==> config.mk <==
export PLATFORM = sky130hd
export DESIGN_NAME = port_link
export DESIGN_NICKNAME = d
export VERILOG_FILES = /design/src/rtl/tis_pkg.sv /design/src/rtl/port_link_lane.sv /design/src/rtl/port_link.sv
export SDC_FILE = /design/constraint.sdc
export NUM_CORES = 1
export LEC_CHECK = 0
export CAP_MARGIN = 5
export CELL_PAD_IN_SITES_DETAIL_PLACEMENT = 1
export CELL_PAD_IN_SITES_GLOBAL_PLACEMENT = 1
export CORE_ASPECT_RATIO = 0.6
export CORE_MARGIN = 8
export CORE_UTILIZATION = 30
export DETAILED_ROUTE_END_ITERATION = 16
export PLACE_DENSITY_LB_ADDON = 0.1
export SLEW_MARGIN = 30
export SYNTH_ARGS = -nofsm -noshare
export SYNTH_HDL_FRONTEND = slang
export SYNTH_SLANG_ARGS = --single-unit
==> constraint.sdc <==
create_clock -name clk -period 1.47 [get_ports clk]
set_clock_uncertainty 0.2 [all_clocks]
set_input_delay 0.294 -clock clk [delete_from_list [all_inputs] [get_ports clk]]
set_output_delay 0.294 -clock clk [all_outputs]
set_load 0.01 [all_outputs]
==> src/rtl/tis_pkg.sv <==
// Shared TIS-100 word type, value range and port/operand codes.
package tis_pkg;

  typedef logic signed [10:0] tis_word_t;

  localparam int TIS_MAX = 999;
  localparam int TIS_MIN = -999;

  typedef enum int {
    NIL   = 1000,
    ACC   = 1001,
    ANY   = 1002,
    LAST  = 1003,
    LEFT  = 1004,
    RIGHT = 1005,
    UP    = 1006,
    DOWN  = 1007
  } tis_port_e;

  function automatic logic tisInRange(input int v);
    return (v <= TIS_MAX) && (v >= TIS_MIN);
  endfunction

endpackage

==> src/rtl/port_link_lane.sv <==
// One direction of a port_link: storage, wdone pulse, error detect.
// PORT_LINK_SKID_EN selects a 2-entry FIFO instead of a single slot.
module link_lane
  import tis_pkg::*;
#(
  parameter int W = 11
) (
  input  logic                clk,
  input  logic                rst_n,
  input  logic signed [W-1:0] wdata,
  input  logic                write,
  output logic                wready,
  output logic                wdone,
  output logic signed [W-1:0] rdata,
  output logic                rready,
  input  logic                read,
  output logic                err
);

  logic doWrite;
  logic doRead;
  logic badWrite;
  logic badRange;
  logic badRead;

  assign badWrite = write & ~doWrite;
  assign badRead  = read & ~rready;
  assign badRange = doWrite & ~tisInRange(int'(wdata));

`ifdef PORT_LINK_SKID_EN

  logic signed [W-1:0] mem [2];
  logic [1:0] count;
  logic rdPtr;
  logic wrPtr;

  assign wready  = (count != 2'd2);
  assign rready  = (count != 2'd0);
  assign rdata   = mem[rdPtr];
  assign doRead  = read & rready;
  // A full FIFO still takes a write when the head leaves this cycle.
  assign doWrite = write & (wready | doRead);

  always_ff @(posedge clk or negedge rst_n) begin
    if (!rst_n) begin
      mem[0] <= '0;
      mem[1] <= '0;
      count  <= 2'd0;
      rdPtr  <= 1'b0;
      wrPtr  <= 1'b0;
      wdone  <= 1'b0;
      err    <= 1'b0;
    end else begin
      if (doWrite) begin
        mem[wrPtr] <= wdata;
        wrPtr      <= ~wrPtr;
      end
      if (doRead) rdPtr <= ~rdPtr;
      unique case ({doWrite, doRead})
        2'b10:   count <= count + 2'd1;
        2'b01:   count <= count - 2'd1;
        default: count <= count;
      endcase
      wdone <= doRead;
      if (badWrite | badRead | badRange) err <= 1'b1;
    end
  end

`else

  logic full;
  logic signed [W-1:0] dataQ;

  assign wready  = ~full;
  assign rready  = full;
  assign rdata   = dataQ;
  assign doWrite = write & ~full;
  assign doRead  = read & full;

  always_ff @(posedge clk or negedge rst_n) begin
    if (!rst_n) begin
      full  <= 1'b0;
      dataQ <= '0;
      wdone <= 1'b0;
      err   <= 1'b0;
    end else begin
      if (doWrite) begin
        dataQ <= wdata;
        full  <= 1'b1;
      end else if (doRead) begin
        full <= 1'b0;
      end
      wdone <= doRead;
      if (badWrite | badRead | badRange) err <= 1'b1;
    end
  end

`endif

endmodule

==> src/rtl/port_link.sv <==
// Bidirectional blocking channel between two neighbouring cores.
// Optional PORT_LINK_SKID_EN gives each lane a 2-entry FIFO.
module port_link
  import tis_pkg::*;
#(
  parameter int W = 11
) (
  input  logic                clk,
  input  logic                rst_n,
  input  logic signed [W-1:0] a_data,
  input  logic                a_write,
  output logic                a_wready,
  output logic                a_wdone,
  output logic signed [W-1:0] a_rdata,
  output logic                a_rready,
  input  logic                a_read,
  input  logic signed [W-1:0] b_data,
  input  logic                b_write,
  output logic                b_wready,
  output logic                b_wdone,
  output logic signed [W-1:0] b_rdata,
  output logic                b_rready,
  input  logic                b_read,
  output logic                err
);

  logic errAb;
  logic errBa;

  link_lane #(.W(W)) laneAb (
    .clk    (clk),
    .rst_n  (rst_n),
    .wdata  (a_data),
    .write  (a_write),
    .wready (a_wready),
    .wdone  (a_wdone),
    .rdata  (b_rdata),
    .rready (b_rready),
    .read   (b_read),
    .err    (errAb)
  );

  link_lane #(.W(W)) laneBa (
    .clk    (clk),
    .rst_n  (rst_n),
    .wdata  (b_data),
    .write  (b_write),
    .wready (b_wready),
    .wdone  (b_wdone),
    .rdata  (a_rdata),
    .rready (a_rready),
    .read   (a_read),
    .err    (errBa)
  );

  assign err = errAb | errBa;

endmodule

==> impl_summary.md <==
Outcome
The flow ran to the end, but the final reports show violations. The final reports fail on negative setup slack.

Placement
The final weighted congestion of routability-driven global placement is 0.722. Prior to clock tree synthesis, the placed netlist has a worst setup slack of -395 ps. The count of placed standard cells including taps is 202. The half-perimeter wire length of the detailed placement result is 2900 um.

The number of input and output port buffers inserted is 56.

Yosys
The number of flops mapped to enable cells by yosys is 0. The most common cell in the netlist is sky130_fd_sc_hd__dfrtp_1. The average footprint of a synthesized cell is 14.3 um^2. After synthesis, the share of flip-flops with an asynchronous set or reset is 100%. For this run, the leading register cell type out of synthesis is sky130_fd_sc_hd__dfrtp_1.

The post-synthesis instance area is 1130 um^2. In this run the biggest area consumer among cell types represents 62.2% of the synthesized area. The Yosys step of the flow raised 0 warnings. After synthesis, the cell types taking the most area are sky130_fd_sc_hd__dfrtp_1 (62%), sky130_fd_sc_hd__mux2_2 (22%), sky130_fd_sc_hd__or4b_1 (1.8%). The count of distinct cell types in the synthesized netlist is 17.

Counting every instance in the synthesized netlist gives 79. Of all cell types, the one taking the most synthesized area is sky130_fd_sc_hd__dfrtp_1. The share of the Yosys chip area taken by registers is 62.2%. Synthesis inferred 28 register bits.

By count the netlist is led by sky130_fd_sc_hd__dfrtp_1 (28), sky130_fd_sc_hd__mux2_2 (22). When the netlist entered floorplanning its net count stood at 107.

Worst setup path
The count of buffering cells on the critical path with inverters included is 1. Walking the worst path, the cells encountered are or2_4, buf_6. The highest-delay cell along the critical path is sky130_fd_sc_hd__dfrtp_1. STA puts the critical path data required time at 980 ps. In this design, the stage delay of the slowest critical-path cell is 390 ps. For the worst setup path, the data arrival time is 1030 ps. STA classifies the critical path startpoint as a flop. The highest fanout seen on the critical path is 2. STA classifies the critical path endpoint as an output port.

The cell family contributing the most delay on the critical path is flip-flops. The kind of critical path is reg2out.

Hold path
The min-delay analysis places its worst path in the category in2reg.

STA
The minimum period implied by the final worst setup slack is 1520 ps. The final number of hold-violating endpoints is 0. The final critical-path setup slack is -52.3 ps. The max-slew violation count came to 0. Timing would allow up to 0.657 GHz. The actual slew at the worst max-slew pin is 290 ps. In this run the tightest slew margin relative to its limit is 80.4%.

Setup repair after global routing could not meet its margin everywhere. Setup violations remaining at the end of the flow were counted as 1. The final worst-path cycle share is 104%.

Global route
For this run, global-route usage on met2 was measured as 20.8%. The sum of overflow across all layers after global routing is 0. Global routing used 13.0% of the available tracks across all layers.

The met3 global-route usage is 4.37%. The initial antenna violation count is 0. Entering global routing, the biggest net connects 29 pins.

The global-route wire length before repair is 6110 um. The global-route layer with the greatest usage is met2. For met1 alone, demand over resource in global routing was 16.1%. The via count of the first global-routing pass is 1127.

Cells and area
The fraction of layout instances using a drive strength above 1 is 39.8%. The final cell count without fillers is 213. The net count of the finished layout is 196. The number of antenna repair diodes is 0. The filler cells instantiated in the layout total 373. From synthesis to final layout, the design area changed by 88.3%.

Detailed routing
For this run, the detailed router's first-pass iteration total came to 4. After detailed routing, the total wire length is 3850 um. The violation count after the first detailed-route iteration is 26. The total number of vias is 998. In the routed layout, each cell is associated on average with a via count of 4.69. The post-route DRC violation count is 0. The number of nets with antenna violations after routing is 0. In the final routed layout, each cell accounts on average for 18.1 um.

Floorplan
The initial utilization of the core area, before any placement, comes to 31.0%. The floorplan die height is 63.5 um. The die area is 6040 um^2. The placeable core area is 3640 um^2. The horizontal die dimension is 95.1 um.

In this run the core area contains 17 standard-cell rows. 57 I/O pins were placed.

Clock tree
The buffer levels on the longest clock path is 2. The number of clock sinks is 28. The total clock buffers created by CTS is 3. At the later pin of the worst-skew pair, clock insertion delay measures 270 ps. The cell sitting at the root of the clock tree is a sky130_fd_sc_hd__clkbuf_8.

The clock-pin slew reported for the worst setup and hold paths after clock tree synthesis is 90 ps. The CTS H-tree depth is 1. The clock tree from TritonCTS is done.

Job
Across the run, the number of max-cap violations was 0.

Power and ir drop
Summed over all cells, the static leakage comes to 0.960 nW. The power per standard cell area is 1060 nW/um^2. Across the VDD grid, the largest voltage drop is 0.000578 V.
where the power goes:
| group | internal (mW) | switching (mW) | total, mW |
|---|---|---|---|
| logic | 0.510 | 0.323 | 0.833 |
| clock network | 0.184 | 0.225 | 0.409 |
| registers | 0.919 | 0.0814 | 1.00 |
placed cells by master (no fill, tap or decap), drive strengths merged:
cell / n
o21ai: 2
dfrtp: 28
nand4b: 2
dlygate4sd2: 15
o311ai: 2
clkbuf: 4
a31oi: 2
or4b: 2
clkdlybuf4s15: 21
buf: 33
inv: 2
and2: 2
nor4: 2
dlymetal6s2s: 2
clkdlybuf4s50: 14
nand2: 2
a211oi: 2
nor3: 2
or2: 1
nand4: 2
nor2: 2
mux2: 22
worst register-to-register path: stages, from the launching register on:
cell and delay [ps]:
sky130_fd_sc_hd__dfrtp_1 410, sky130_fd_sc_hd__buf_4 140, sky130_fd_sc_hd__buf_4 120, sky130_fd_sc_hd__buf_4 120, sky130_fd_sc_hd__nor3_1 230, sky130_fd_sc_hd__a31oi_1 110
registers in the layout, indices dropped and copies added, names as in the netlist:
| name | flops |
|---|---|
| laneBa.rdata | 11 |
| laneAb.err | 1 |
| laneBa.rready | 1 |
| laneAb.rready | 1 |
| laneAb.wdone | 1 |
| laneAb.rdata | 11 |
| laneBa.err | 1 |
| laneBa.wdone | 1 |
path summary, 6_finish.rpt:
| kind | from | to | slack (ps) | cells past startpoint |
|---|---|---|---|---|
| max | laneAb.err | err | -50 | 2 |
| min | b_data[1] | laneBa.rdata[1] | 140 | 2 |
| max reg2reg | laneAb.rready | laneAb.err | 30 | 5 |
| min reg2reg | laneAb.rdata[2] | laneAb.rdata[2] | 310 | 1 |
| max in group asynchronous | rst_n | laneAb.rdata[10] | 710 | 2 |
| min in group asynchronous | rst_n | laneBa.rdata[1] | 210 | 2 |
final cells by class:
type | count | area, um^2 | area share, %
inverter | 2 | 7.51 | 0.354
sequential | 28 | 701 | 33.0
timing repair buffer | 86 | 851 | 40.1
clock buffer | 3 | 41.3 | 1.94
multi-input combinational | 47 | 464 | 21.9
tap | 47 | 58.8 | 2.77
through the flow:
stage               cell area [um^2]  total power, mW  util [%]  TNS (ps)  hold WS, ps
detailed placement              1940             1.83      53.3     -5160          293
floorplan                       1130             1.26         -         0         -202
finish                          2120             2.24      58.4     -52.3          143
global route                    2120             2.38      58.4      -148          145
global placement                1940             1.80      53.3     -4670          287
CTS                             1980             2.15      54.5     -60.9          206
what timing repair did:
item | CTS | global route
hold buffers | 0 | 0
gates cloned | 1 | 1
buffers inserted | 2 | 4
resized for setup | 59 | 38
pin swaps | 3 | 3
endpoints found under the setup margin | 45 | 46
routing by layer:
metal	vias to the layer above	part of all wire, %
li1	469	-
met1	495	45
met2	29	47
met3	5	6.8
met4	0	0.96
met5	-	0
cells by family after synthesis:
kind of cell / share of synthesized area (%)
AND/OR/NAND/NOR: 9.43
buffers and inverters: 1.55
AO/OA/AOI/OAI: 4.88
flip-flops: 62.2
multiplexers: 22.0
Power figures use the tool's default switching activity.
